`config.mk`:
```
export PLATFORM = sky130hd
export DESIGN_NAME = alu_div_arbiter
export DESIGN_NICKNAME = d
export VERILOG_FILES = /design/src/rtl/alu_ctrl_pkg.sv /design/src/rtl/alu_div_arbiter_rr_arbiter.sv /design/src/rtl/alu_div_arbiter.sv
export SDC_FILE = /design/constraint.sdc
export NUM_CORES = 1
export LEC_CHECK = 0
export ABC_AREA = 1
export CAP_MARGIN = 20
export CORE_AREA = 5 5 298 300
export CTS_CLUSTER_SIZE = 24
export DETAILED_ROUTE_END_ITERATION = 10
export DIE_AREA = 0 0 303 305
export PLACE_DENSITY_LB_ADDON = 0.05
export SLEW_MARGIN = 20
export SYNTH_ARGS = -nofsm -noshare
export SYNTH_HDL_FRONTEND = slang
export SYNTH_HIERARCHICAL = 1
export SYNTH_SLANG_ARGS = --single-unit
```
`constraint.sdc`:
```
create_clock -name clk -period 2.4 [get_ports clk]
set_input_delay 0.72 -clock clk [delete_from_list [all_inputs] [get_ports clk]]
set_output_delay 0.72 -clock clk [all_outputs]
set_load 0.03 [all_outputs]
```
`src/rtl/alu_ctrl_pkg.sv`:
```
`default_nettype none
// +------------------------------------------------------------------+
// | alu_ctrl_pkg: shared states and constants for ALU unit sharing   |
// | Rev 1.0                                                          |
// +------------------------------------------------------------------+
package alu_ctrl_pkg;

  localparam int DATA_W = 64;

  // Quotient returned when a division cannot produce a real result
  localparam logic [DATA_W-1:0] ERR_Q = '1;

  typedef enum logic [2:0] {
    IDLE  = 3'd0,
    ISSUE = 3'd1,
    ARM   = 3'd2,
    WAIT  = 3'd3,
    RESP  = 3'd4
  } state_t;

endpackage
`default_nettype wire

```
`src/rtl/alu_div_arbiter_rr_arbiter.sv`:
```
`default_nettype none
// +------------------------------------------------------------------+
// | rr_arbiter: one-hot round-robin grant, search from ptr upward    |
// | Rev 1.0                                                          |
// +------------------------------------------------------------------+
module rr_arbiter
  import alu_ctrl_pkg::*;
#(
  parameter int N     = 4,
  parameter int IDX_W = 2
) (
  input  logic [N-1:0]     req,
  input  logic [IDX_W-1:0] ptr,
  output logic [N-1:0]     grant,
  output logic [IDX_W-1:0] grant_idx,
  output logic             valid
);

  logic [IDX_W-1:0] lo_idx;
  logic [IDX_W-1:0] hi_idx;
  logic             lo_hit;
  logic             hi_hit;

  // Lowest request at/above ptr wins; otherwise wrap to the lowest overall
  always_comb begin
    lo_idx = '0;
    hi_idx = '0;
    lo_hit = 1'b0;
    hi_hit = 1'b0;
    for (int i = N - 1; i >= 0; i--) begin
      if (req[i]) begin
        lo_idx = IDX_W'(i);
        lo_hit = 1'b1;
      end
      if (req[i] && (i >= int'(ptr))) begin
        hi_idx = IDX_W'(i);
        hi_hit = 1'b1;
      end
    end
  end

  assign grant_idx = hi_hit ? hi_idx : lo_idx;
  assign valid     = lo_hit;

  always_comb begin
    grant = '0;
    if (lo_hit) grant[grant_idx] = 1'b1;
  end

endmodule
`default_nettype wire

```
`src/rtl/alu_div_arbiter.sv`:
```
`default_nettype none
// +------------------------------------------------------------------+
// | alu_div_arbiter: round-robin sharing of one iterative divider    |
// | Rev 1.0 - option macro ALU_DIV_ZERO_BYPASS_EN (x/0 bypass)       |
// +------------------------------------------------------------------+
module alu_div_arbiter
  import alu_ctrl_pkg::*;
#(
  parameter int NUM_REQ = 4,
  parameter int ID_W    = 2,
  parameter int TIMEOUT = 255
) (
  input  logic                      clk,
  input  logic                      rst_n,
  input  logic [NUM_REQ-1:0]        req_valid,
  output logic [NUM_REQ-1:0]        req_ready,
  input  logic [NUM_REQ*DATA_W-1:0] req_dividend,
  input  logic [NUM_REQ*DATA_W-1:0] req_divisor,
  output logic                      div_start,
  output logic [DATA_W-1:0]         div_dividend,
  output logic [DATA_W-1:0]         div_divisor,
  input  logic                      div_busy,
  input  logic [DATA_W-1:0]         div_q,
  output logic                      resp_valid,
  input  logic                      resp_ready,
  output logic [ID_W-1:0]           resp_id,
  output logic [DATA_W-1:0]         resp_q,
  output logic                      resp_err
);

  localparam int CNT_W = $clog2(TIMEOUT + 1);

  state_t             state;
  state_t             state_nxt;
  logic [ID_W-1:0]    ptr;
  logic [ID_W-1:0]    ptr_nxt;
  logic [ID_W-1:0]    arb_idx;
  logic [NUM_REQ-1:0] arb_grant;
  logic               arb_valid;
  logic [DATA_W-1:0]  sel_dividend;
  logic [DATA_W-1:0]  sel_divisor;
  logic [DATA_W-1:0]  op_a;
  logic [DATA_W-1:0]  op_b;
  logic [CNT_W-1:0]   wait_cnt;
  logic               timed_out;
  logic               bypass;

  rr_arbiter #(
    .N     (NUM_REQ),
    .IDX_W (ID_W)
  ) u_rr_arbiter (
    .req       (req_valid),
    .ptr       (ptr),
    .grant     (arb_grant),
    .grant_idx (arb_idx),
    .valid     (arb_valid)
  );

  assign sel_dividend = req_dividend[arb_idx*DATA_W +: DATA_W];
  assign sel_divisor  = req_divisor[arb_idx*DATA_W +: DATA_W];
  assign ptr_nxt      = (arb_idx == ID_W'(NUM_REQ - 1)) ? '0 : arb_idx + 1'b1;
  assign timed_out    = (wait_cnt == CNT_W'(TIMEOUT - 1));
  assign div_dividend = op_a;
  assign div_divisor  = op_b;

`ifdef ALU_DIV_ZERO_BYPASS_EN
  assign bypass = (sel_divisor == '0);
`else
  assign bypass = 1'b0;
`endif

  always_ff @(posedge clk) begin
    if (!rst_n) state <= IDLE;
    else        state <= state_nxt;
  end

  // Outputs are forced low while reset is held so nothing leaks mid-reset
  always_comb begin
    state_nxt  = state;
    req_ready  = '0;
    div_start  = 1'b0;
    resp_valid = 1'b0;
    if (rst_n) begin
      case (state)
        IDLE: begin
          if (arb_valid) begin
            req_ready = arb_grant;
            state_nxt = bypass ? RESP : ISSUE;
          end
        end
        ISSUE: begin
          div_start = 1'b1;
          state_nxt = ARM;
        end
        ARM:  state_nxt = WAIT;
        WAIT: begin
          if (!div_busy || timed_out) state_nxt = RESP;
        end
        RESP: begin
          resp_valid = 1'b1;
          if (resp_ready) state_nxt = IDLE;
        end
        default: state_nxt = IDLE;
      endcase
    end
  end

  always_ff @(posedge clk) begin
    if (!rst_n) begin
      ptr      <= '0;
      op_a     <= '0;
      op_b     <= '0;
      wait_cnt <= '0;
      resp_id  <= '0;
      resp_q   <= '0;
      resp_err <= 1'b0;
    end else begin
      case (state)
        IDLE: begin
          if (arb_valid) begin
            ptr     <= ptr_nxt;
            op_a    <= sel_dividend;
            op_b    <= sel_divisor;
            resp_id <= arb_idx;
            if (bypass) begin
              resp_q   <= ERR_Q;
              resp_err <= 1'b1;
            end
          end
        end
        ARM: wait_cnt <= '0;
        // A timed-out divider keeps running; its late result is simply ignored
        WAIT: begin
          if (!div_busy) begin
            resp_q   <= div_q;
            resp_err <= 1'b0;
          end else if (timed_out) begin
            resp_q   <= ERR_Q;
            resp_err <= 1'b1;
          end else begin
            wait_cnt <= wait_cnt + 1'b1;
          end
        end
        default: ;
      endcase
    end
  end

endmodule
`default_nettype wire
```
==> impl_metrics.env <==
export IMPL_worst_r2r_cell_count=13
export IMPL_worstPathArrival_ns=1.78
export IMPL_powerDensity_mw_per_mm2=715.4
export IMPL_synth_async_sr_flop_share=0
export IMPL_grt_pass1_vias=15678
export IMPL_hpwl_um=63820
export IMPL_drive_gt1_frac=0.08237
export IMPL_synth_warning_count=6
export IMPL_avgSynthCellArea_um2=6.451
export IMPL_cpMaxStageDelayCell="dfxtp_4"
export IMPL_setup_worst_path_start_class="flip-flop"
export IMPL_routed_wl_um=81620
export IMPL_cellLeakagePower_nw=8.242
export IMPL_timing_final_setup_violations=4
export IMPL_h_tree_levels=2
export IMPL_dp_slack_ns=-0.6622
export IMPL_cts_root_buf="clkbuf_16"
export IMPL_syn_nets=2315
export IMPL_post_drt_wl_per_cell_um=22.12
export IMPL_final_period_minus_worst_setup_slack_ns=2.498
export IMPL_hold_path_startpoint="resp_err"
export IMPL_cp_end_kind="output pin"
export IMPL_synth_simple_gate_area_share=0.2333
export IMPL_area_delta_synth_final_pct=99.03
export IMPL_dominant_combinational_cell_family_by_area_after_synthesis="compound AO/OA/AOI/OAI gates"
export IMPL_drt_pass1_iterations=5
export IMPL_power_switching_share=0.3763
export IMPL_floorplan_initialDensity=0.1297
export IMPL_max_slew_margin=0.5293
export IMPL_hold_path_end="resp_err"
export IMPL_die_h_um=305
export IMPL_main_synth_ff_type="dfxtp_1"
export IMPL_critPathMaxStageDelay_ns=0.41
export IMPL_rsz0062_at_grt="true"
export IMPL_worst_slack_ns=-0.09830
export IMPL_crit_required_ns=1.68
export IMPL_criticalPathCategory="reg -> out"
export IMPL_clkLatencyLatePin_ns=0.56
export IMPL_synth_largest_type_area_fraction=0.3735
export IMPL_yosys_area_share_xor_xnor=0
export IMPL_grt_antenna_before_repair=42
export IMPL_largest_net_degree_at_the_start_of_global_routing=117
export IMPL_synth_cell_area_mm2=0.01115
export IMPL_synth_fa_ha_area_frac=0.003367
export IMPL_combPwrFrac=0.415
export IMPL_detailroute_via_count=14992
export IMPL_timing_hold_worst_path_depth=2
export IMPL_global_route_overflow_total=0
export IMPL_leading_cell_type_by_number_of_instances_after_synthesis="nor2_1"
export IMPL_design_core_area_mm2=0.08594
export IMPL_clock_skew_ns=0.01738
export IMPL_route_detailed_vias_per_inst=4.064
export IMPL_synth_ff_latch_count=208
export IMPL_die_area_mm2=0.09242
export IMPL_std_cell_rows=108
export IMPL_global_route_wire_length_before_repair_um=114300
export IMPL_power_frac_clock=0.322
export IMPL_hold_worst_slack_ns=0.4530
export IMPL_path_cells="nand2_2 -> nand2_2 -> nand3_2 -> nand2_4 -> buf_6 -> nand2_4 -> nor2_2 -> inv_1 -> nor2_1 -> buf_4"
export IMPL_cts_clk_pin_slew_worst_paths_ns=0.06
export IMPL_cts_sink_count=208
export IMPL_netlist_top_cell_by_area="dfxtp_1"
export IMPL_final_fill_count=9558
export IMPL_worst_slew_pin_slew_ns=0.7061
export IMPL_ir_drop_v=0.0003692
export IMPL_synthCells=1728
export IMPL_cts_tree="built"
export IMPL_clock_path_buffers=3
export IMPL_ys_top_cells_by_count="600 x nor2_1, 351 x o21ai_0, 208 x dfxtp_1"
export IMPL_final_min_period_over_clock_period=1.041
export IMPL_run_status="finished with violations"
export IMPL_dr_first_iter_drc_count=708
export IMPL_ys_seq_area_frac=0.3735
export IMPL_ioPinCount=785
export IMPL_fmaxAchievable_mhz=400.3
export IMPL_hold_buffers_post_cts=0
export IMPL_synth_distinct_cells=28
export IMPL_hold_viol_final=0
export IMPL_regToRegStartpoint="ptr[1]"
export IMPL_violations="negative setup slack"
export IMPL_power_switching_mw=5.973
export IMPL_layout_area_seq_mm2=0.004173
export IMPL_final_nets=3076
export IMPL_die_x_extent_um=303
export IMPL_worst_r2r_endpoint="div_dividend[62]"
export IMPL_rrSetupSlack_ns=0.16
export IMPL_postRouteAntennaNets=0
export IMPL_hold_class="reg -> reg"
export IMPL_groute_usage_overall=0.1683
export IMPL_multiplexer_area_fraction_after_synthesis=0
export IMPL_internal_power_mw=9.900
export IMPL_drc=0
export IMPL_netlist_top_cells_area="dfxtp_1 37%, nor2_1 20%, o21ai_0 16%"
export IMPL_cts_made_buffers=35
export IMPL_drv_max_cap_violation_count=0
export IMPL_multi_input_area_mm2=0.006226
export IMPL_synth_compound_gate_area_share=0.3129
export IMPL_gpl_final_weighted_congestion=0.8343
export IMPL_io_buffers=784
export IMPL_number_of_synthesized_flops_with_an_enable_pin=0
export IMPL_sequentialPowerShare=0.263
export IMPL_path_max_fanout=4
export IMPL_final_max_slew_viol_count=0
-- repair_timing --
| action | in CTS | in global routing |
|---|---|---|
| setup endpoints to repair | 43 | 8 |
| setup buffers | 2 | 0 |
| pin swaps | 12 | 6 |
| resized for setup | 77 | 14 |
-- worst max-delay path: cells and delay by family, from the launching register on --
family | cells | cell delay [ns]
and+or+nand+nor | 7 | 0.50
DFF | 1 | 0.41
buffers and inverters | 3 | 0.32
-- through the flow --
step	std cells	cell area (um2)	total power [mW]	util	setup TNS, ns
6_report	3689	22190	15.87	0.2582	-0.2964
5_1_grt	3681	22170	16.92	0.2579	-0.7595
4_1_cts	3668	22130	16.30	0.2575	-0.6178
3_5_place_dp	3606	20960	10.98	0.2439	-57.19
3_3_place_gp	3606	20960	11.01	0.2439	-57.64
2_1_floorplan	1728	11160	7.382	-	-0.3968
-- layer usage --
| metal | global-route usage | vias up | routed length [um] |
|---|---|---|---|
| met5 | 0 | - | 112 |
| li1 | - | 7437 | - |
| met2 | 0.3123 | 519 | 42640 |
| met4 | 0.04057 | 18 | 1620 |
| met1 | 0.1778 | 6918 | 29680 |
| met3 | 0.06535 | 100 | 7571 |
-- sequential cells by signal, indices dropped and copies added (netlist names) --
name	flops
div_dividend	64
div_divisor	64
resp_q	64
wait_cnt	8
state	3
ptr	2
resp_id	2
resp_err	1
-- layout make-up --
type,count,share of cell area
Antenna cell,21,0.002368
Clock buffer,51,0.04675
Clock inverter,10,0.004060
Inverter,27,0.005583
Multi-Input combinational cell,1337,0.2806
Sequential cell,208,0.1881
Tap cell,1155,0.06513
Timing Repair Buffer,880,0.4075
-- kinds of logic (layout without fill, tap and decap cells) --
| kind of cell | Yosys count | count (layout) |
|---|---|---|
| AND/OR/NAND/NOR | 673 | 673 |
| AO/OA/AOI/OAI | 661 | 661 |
| flip-flops | 208 | 208 |
| buffers and inverters | 183 | 968 |
| adder cells (fa/ha/maj) | 3 | 3 |
| other | 0 | 21 |
-- worst max path at each step --
| stage | startpoint | end | slack (ns) | cells after the start |
|---|---|---|---|---|
| finish | ptr[1] | req_ready[0] | -0.1 | 10 |
| global route | ptr[1] | req_ready[0] | -0.22 | 10 |
| CTS | ptr[1] | req_ready[0] | -0.18 | 10 |
| detailed placement | req_valid[0] | req_ready[2] | -0.66 | 9 |
| global placement | req_valid[0] | req_ready[2] | -0.76 | 9 |
| floorplan | req_valid[0] | req_ready[0] | -0.09 | 7 |
-- placed cells by master (no fill, tap or decap), types with 2 or more instances in the layout --
| cell | count |
|---|---|
| a21oi_4 | 2 |
| o21ai_0 | 351 |
| ha_1 | 3 |
| diode_2 | 21 |
| a21oi_1 | 75 |
| nor2_4 | 8 |
| dfxtp_1 | 205 |
| dlygate4sd2_1 | 39 |
| nand2_2 | 9 |
| dfxtp_4 | 2 |
| clkdlybuf4s50_1 | 727 |
| o21bai_1 | 2 |
| nand3_1 | 10 |
| clkinv_2 | 7 |
| buf_6 | 3 |
| clkbuf_16 | 36 |
| clkbuf_8 | 8 |
| inv_6 | 2 |
| o22ai_1 | 2 |
| nand2_4 | 2 |
| inv_2 | 8 |
| buf_12 | 44 |
| buf_2 | 3 |
| inv_1 | 14 |
| a31oi_1 | 127 |
| dlymetal6s2s_1 | 3 |
| inv_8 | 2 |
| nand2_1 | 41 |
| nor2_2 | 2 |
| o21ai_1 | 101 |
| buf_4 | 60 |
| nor2_1 | 595 |
| nand3b_1 | 2 |
| clkbuf_1 | 7 |
-- power groups by stage --
stage / clock network [mW] / logic, mW / registers [mW]
6_report: 5.11 / 6.59 / 4.17
5_1_grt: 5.50 / 7.19 / 4.23
4_1_cts: 5.39 / 6.74 / 4.17
3_5_place_dp: 0 / 6.76 / 4.22
3_3_place_gp: 0 / 6.79 / 4.22
2_1_floorplan: 0 / 2.31 / 5.07
Power figures use the tool's default switching activity.
